==> src/rtl/fetch_queue.sv <==
// fetch_queue: sram-like instruction fetcher feeding an in-order queue with redirect flush and AdEL entries.
module fetch_queue #(
  parameter int DEPTH = 4,
  parameter int MAX_OUTSTANDING = 2,
  parameter logic [31:0] RESET_PC = 32'hbfc00000
) (
  input  logic        clk,
  input  logic        rst,
  input  logic        redirect,
  input  logic [31:0] redirect_pc,
  output logic        inst_req,
  output logic        inst_wr,
  output logic [1:0]  inst_size,
  output logic [31:0] inst_addr,
  output logic [31:0] inst_wdata,
  input  logic [31:0] inst_rdata,
  input  logic        inst_addr_ok,
  input  logic        inst_data_ok,
  output logic        out_valid,
  input  logic        out_ready,
  output logic [31:0] out_pc,
  output logic [31:0] out_inst,
  output logic        out_exc
);
  localparam int AW = $clog2(DEPTH);
  localparam int CW = AW + 1;
  localparam int OW = $clog2(MAX_OUTSTANDING + 1) + 1;
  logic [31:0] pc_q [DEPTH];
  logic [31:0] inst_q [DEPTH];
  logic [DEPTH-1:0] exc_q;
  logic [AW-1:0] head, tail;
  logic [CW-1:0] count;
  logic [OW-1:0] outs, disc;
  logic [31:0] fpc, resp_pc, pend_addr;
  logic pend, stale, halted;
  logic can_issue, hs, dec, push_data, push_exc, push, pop;
  // occupancy + outstanding bound guarantees every push finds a free slot
  assign can_issue = (32'(count) + 32'(outs) < 32'(DEPTH)) && (outs < OW'(MAX_OUTSTANDING)) &&
                     (fpc[1:0] == 2'b00) && !halted;
  assign inst_req = !rst && (pend || can_issue);
  assign inst_addr = pend ? pend_addr : fpc;
  assign inst_wr = 1'b0;
  assign inst_size = 2'b10;
  assign inst_wdata = 32'd0;
  assign hs = inst_req && inst_addr_ok;
  assign dec = inst_data_ok && (outs != '0);
  assign push_data = dec && (disc == '0) && !redirect;
  assign push_exc = (fpc[1:0] != 2'b00) && !pend && (disc == '0) && !halted && !redirect &&
                    !push_data && (count < CW'(DEPTH));
  assign push = push_data || push_exc;
  assign pop = out_valid && out_ready && !redirect;
  assign out_valid = !rst && (count != '0);
  assign out_pc = pc_q[head];
  assign out_inst = inst_q[head];
  assign out_exc = exc_q[head];
  always_ff @(posedge clk) begin
    if (push) begin
      pc_q[tail] <= push_exc ? fpc : resp_pc;
      inst_q[tail] <= push_exc ? 32'd0 : inst_rdata;
      exc_q[tail] <= push_exc;
    end
  end
  // a request caught by redirect stays pending (stale) and completes at its old address
  always_ff @(posedge clk) begin
    if (rst) begin
      head <= '0;
      tail <= '0;
      count <= '0;
      outs <= '0;
      disc <= '0;
      pend <= 1'b0;
      stale <= 1'b0;
      halted <= 1'b0;
      fpc <= RESET_PC;
      resp_pc <= RESET_PC;
    end else begin
      pend <= inst_req && !inst_addr_ok;
      pend_addr <= inst_addr;
      outs <= outs + OW'(hs) - OW'(dec);
      if (redirect) begin
        head <= '0;
        tail <= '0;
        count <= '0;
        fpc <= redirect_pc;
        resp_pc <= redirect_pc;
        halted <= 1'b0;
        stale <= inst_req && !inst_addr_ok;
        disc <= outs + OW'(inst_req) - OW'(dec);
      end else begin
        if (hs) stale <= 1'b0;
        if (hs && !stale) fpc <= fpc + 32'd4;
        if (dec && disc != '0) disc <= disc - OW'(1);
        if (push_data) resp_pc <= resp_pc + 32'd4;
        if (push_exc) halted <= 1'b1;
        if (push) tail <= tail + AW'(1);
        if (pop) head <= head + AW'(1);
        count <= count + CW'(push) - CW'(pop);
      end
    end
  end
endmodule

==> config.mk <==
export PLATFORM = sky130hd
export DESIGN_NAME = fetch_queue
export DESIGN_NICKNAME = d
export VERILOG_FILES = /design/src/rtl/fetch_queue.sv
export SDC_FILE = /design/constraint.sdc
export NUM_CORES = 1
export LEC_CHECK = 0
export CORE_MARGIN = 8
export CORE_UTILIZATION = 30
export CTS_CLUSTER_DIAMETER = 60
export DETAILED_ROUTE_END_ITERATION = 10
export GPL_TIMING_DRIVEN = 1
export PLACE_DENSITY = 0.59
export SYNTH_ARGS = -nofsm -noshare
export SYNTH_HDL_FRONTEND = slang
export SYNTH_SLANG_ARGS = --single-unit
==> constraint.sdc <==
create_clock -name clk -period 4.6 [get_ports clk]
set_clock_uncertainty 0.1 [all_clocks]
set_input_delay 0.92 -clock clk [delete_from_list [all_inputs] [get_ports clk]]
set_output_delay 0.92 -clock clk [all_outputs]
set_load 0.01 [all_outputs]
# Word-level counts from Yosys, hierarchy flattened
# Memory sizes are Yosys's and may differ from the RTL's. A register that Yosys moved wholly into a read port is not among the register bits.
# Cells that the tools add are included.
op_classes:
  magnitude_cmp: 6
  reduce_logical: 41
  n_mux: 22
  add_sub_neg: 12
op_table:
  columns: ["cell", "n"]
  rows:
  - ["two-way mux 32 bit", 7]
  - ["adder 32 x 3 -> 32 bit (second input constant)", 2]
  - ["logical AND 1 bit", 21]
  - ["nonzero test 2 bit", 5]
  - ["adder 3 x 1 -> 3 bit", 3]
  - ["nonzero test 3 bit", 3]
  - ["subtractor 3 x 1 -> 3 bit", 3]
  - ["two-way mux 2 bit", 4]
  - ["logical NOT 1 bit", 7]
  - ["< comparator 2 x 3 -> 1 bit (second input constant)", 2]
  - ["two-way mux 1 bit", 6]
  - ["two-way mux 3 bit", 2]
  - ["adder 2 x 1 -> 2 bit (second input constant)", 2]
  - ["adder 3 x 3 -> 4 bit", 1]
  - ["bitwise mux 4 bit", 1]
  - ["< comparator 4 x 3 -> 1 bit (second input constant)", 1]
  - ["logical NOT 3 bit", 1]
  - ["< comparator 3 x 2 -> 1 bit (second input constant)", 1]
  - ["< comparator 3 bit (second input constant)", 1]
  - ["subtractor 3 x 1 -> 3 bit (second input constant)", 1]
  - ["binary-select mux 1 bit (select 2 bit)", 1]
  - ["demux 1 bit (select 2 bit)", 1]
  - ["greater-or-equal comparator 2 x 1 -> 1 bit (second input constant)", 1]
  - ["logical NOT 2 bit", 1]
  - ["2 further kinds", 3]
totals:
  mem_bits_rw: 256
  inputBits: 70
  wordCells: 95
  mem_count: 2
  reg_bits: 116
memory_table:
  columns: ["name", "depth", "width", "rd", "rd_clocked_by_memory_dff", "write_ports", "line", "rtl"]
  rows:
  - ["inst_q", 4, 32, 1, 1, 1, "29", "logic [31:0] inst_q [DEPTH];"]
  - ["pc_q", 4, 32, 1, 1, 1, "28", "logic [31:0] pc_q [DEPTH];"]

# Longest topological paths before layout
logic_depth:
  ltp_word: 11
  ltp_mapped: 12
  ltp_nobuf: 12

# Worst setup path after synthesis
# Ideal clock, no wire load.
synth_path:
  path_type: "input to register"
  from: "input port redirect"
  to: "register exc_q[0] (enable)"
  cell_stages: 4
  t_arrival_ps: 3481
  setup_slack_ps: 589
  setup_ps: 430
  path_buffers: 0
  required_ps: 4070
  cell_sequence: "or4_1 -> nor3_1 -> o21a_1 -> and2_1"
synth_via:
  elab_chain_cells: 6
  elab_cells_between_ends: 7
synth_lines:
  columns: ["element", "line", "rtl"]
  rows:
  - ["start: declaration", "9", "input logic redirect,"]
  - ["logical NOT 1 bit (*)", "47, 48", null]
  - ["logical AND 1 bit", "47", "assign push_data = dec && (disc == '0) && !redirect;"]
  - ["logical NOT 1 bit", "49", "!push_data && (count < CW'(DEPTH));"]
  - ["logical AND 1 bit", "48", "assign push_exc = (fpc[1:0] != 2'b00) && !pend && (disc == '0) && !halted && !redirect &&"]
  - ["logical AND 1 bit", "49", null]
  - ["logical OR 1 bit (*)", "50", "assign push = push_data || push_exc;"]
  - ["end signal: indexed assignment", "60", "exc_q[tail] <= push_exc;"]
  - ["end: declaration", "30", "logic [DEPTH-1:0] exc_q;"]
# Mark *: on every way between the ends. The rest lies on a longest branch, timed or not.
# A chain may end at the register's enable or synchronous reset.

==> run metrics <==
Root Buffer=clkbuf_16; cts hold-fix bufs=0; Reg clk slew, reported paths=60 ps; Slew headroom=0.371; Final ANT Viol Nets=0; FFs w/ async S/R, synth=0; Initial DRT Pass Iterations=5; max cap viols=0; Routed WL=41.9 mm; CP Max Fanout=26; gr ovfl total=0; Worst-Skew Late Latency=560 ps; I/O pin count=204; number of core rows=85; ANT cells=0; Die Y-Extent=248 um; leak pwr=6.46 nW; Post-Syn Area=16100 sq um; core area=53500 sq um; RR Startpoint=outs[0]; drc violations=0; r2r worst-path depth=13; filler cell count=5030; setup violators final=0; CTS H-tree lvls=2; Hold Path Class=reg2reg; gpl congestion=0.797; Avg Inst Size Synth=15.2 sq um; vias in the first global route=9854; Area contributors post-synth=edfxtp_1, dfxtp_1, mux4_2, mux2_2, xnor2_1; Tmin final=3870 ps; drt wl/cell=21.2 um; Seq/Total Area, Yosys=0.645; Tcrit/Tclk final=0.841; die width=248 um; required time of the critical path=3580 ps; placed cells=1897; Netlist cell types=60; Post-Synthesis Cells=1062; Nets=1335; post-synth top area cell=edfxtp_1; Synth Flop Type=edfxtp_1; Worst Path Arrival=2850 ps; Post-synth EDFFs=292; Post-CTS Setup Repair Bufs=0; Yosys warning total=0; CTS buffer count=42; RSZ-0062 raised after global routing=no; worst slew pin tran=940 ps; Total GRT Usage=0.135; Port-buffer cells=168; kind of critical path=reg2out; commonest non-fill, non-tap cell in the layout=edfxtp_1; clock tree from TritonCTS=built; pin count of the biggest net entering global routing=67; CTS max path bufs=3; Sink Count=374; initial antenna violation count=0; layout cells sized above 1=0.183; critical path endpoint category=primary output; commonest cells after routing, fill and taps aside=edfxtp_1, clkdlybuf4s50_1, dfxtp_1; P&R area growth vs syn=23.7%; Core Util, Final=0.373; hold_sp=resp_pc[1]; hpwl dp=28.9 mm; cts repair resizes=0; die area=61500 sq um; top cell type's share of synthesized area=0.543; initial cell density of the core=0.302; first-pass GRT wire length=62.3 mm; worst vdd ir=0.239 mV; fin cells=1970; Fin Hold WS=357 ps; synthesized flop and latch total=374; Hold Violations, Final=0; setup TNS=0 ps; Starting DRT DRC Count=621; Fmax=259 MHz; Slew Viols, Final=0; startpoint types=flip-flop; Vias/cell=4.81; Vias=9466; hold path cells=2; power per cell area=445 nW/um^2; status=complete, no violations
-- sequential cells by signal, indices dropped and copies added (netlist names), named ones only --
name	cells
inst_q	128
pc_q	128
fpc	32
pend_addr	32
resp_pc	32
exc_q	4
count	3
disc	3
outs	3
head	2
tail	2
halted	1
pend	1
stale	1
-- cell families after synthesis --
kind of cell / after synthesis / synth area share
buffers and inverters: 114 / 0.0355
AND/OR/NAND/NOR: 272 / 0.0963
adder cells (fa/ha/maj): 20 / 0.0169
AO/OA/AOI/OAI: 110 / 0.0489
multiplexers: 127 / 0.134
other: 2 / 0.000465
XOR/XNOR: 43 / 0.0233
flip-flops: 374 / 0.645
-- final timing paths --
check	slack, ps	endpoint
worst min register to register	360	resp_pc[1]
worst min-delay path	360	resp_pc[1]
worst max-delay path	730	out_pc[19]
worst max register to register	1280	count[2]
-- synthesized netlist by cell type (2+ instances only) --
master and n:
a311oi_1 8, a211oi_1 7, and2_1 42, nand4_1 15, o32ai_1 2, a2111oi_0 3
o211ai_1 2, a21oi_1 14, a31oi_1 2, conb_1 2, and4_1 16, mux2_2 58
mux2i_1 4, or3_1 5, a21boi_0 29, nor4_1 15, buf_4 35, nand2b_1 3
nor2b_1 6, inv_1 25, nand2_1 48, xor2_1 11, o21ai_0 12, clkbuf_1 37
xnor2_1 32, buf_1 6, mux4_2 65, edfxtp_1 292, buf_2 11, nor4b_1 2
nor3_1 41, o31ai_1 2, ha_1 17, nand3_1 21, or2_2 2, nor4_2 4
nor3b_1 4, dfxtp_1 82, o21a_1 20, fa_1 3, nor2_1 31, and3_1 8
-- stage by stage --
step	total power, mW	instance area (sq um)	setup slack (ps)
6_report	8.88	20000	733
5_1_grt	9.28	20000	542
3_3_place_gp	5.72	18600	598
4_1_cts	9.02	20000	613
2_1_floorplan	5.01	16300	589
3_5_place_dp	5.75	18600	577
-- power breakdown --
group          total, mW  internal [mW]  switching, mW
clock               3.23           1.91           1.33
combinational       1.55          0.729          0.825
sequential          4.10           3.97          0.124
total               8.88           6.61           2.27
-- worst max-delay path, cell delays in order, from the launching register on --
cell	delay, ps
dfxtp_4	720
buf_4	440
mux4_2	550
clkdlybuf4s50_1	560
-- final cells by class --
type | instances | area (sq um) | area share
well taps | 696 | 871 | 0.0436
repair buffers | 195 | 1960 | 0.0981
flip-flops and latches | 374 | 10400 | 0.522
multi-input cells | 607 | 5300 | 0.265
clock inverters | 19 | 168 | 0.00839
inverters | 25 | 93.8 | 0.00470
clock buffers | 54 | 1170 | 0.0584
-- metal layers --
layer,track usage,vias up,wire length [um]
met5,0,-,0
met4,0.0322,0,808
met3,0.0302,56,2150
met2,0.219,237,19800
met1,0.183,4779,19100
li1,-,4394,-
Power figures use the tool's default switching activity.
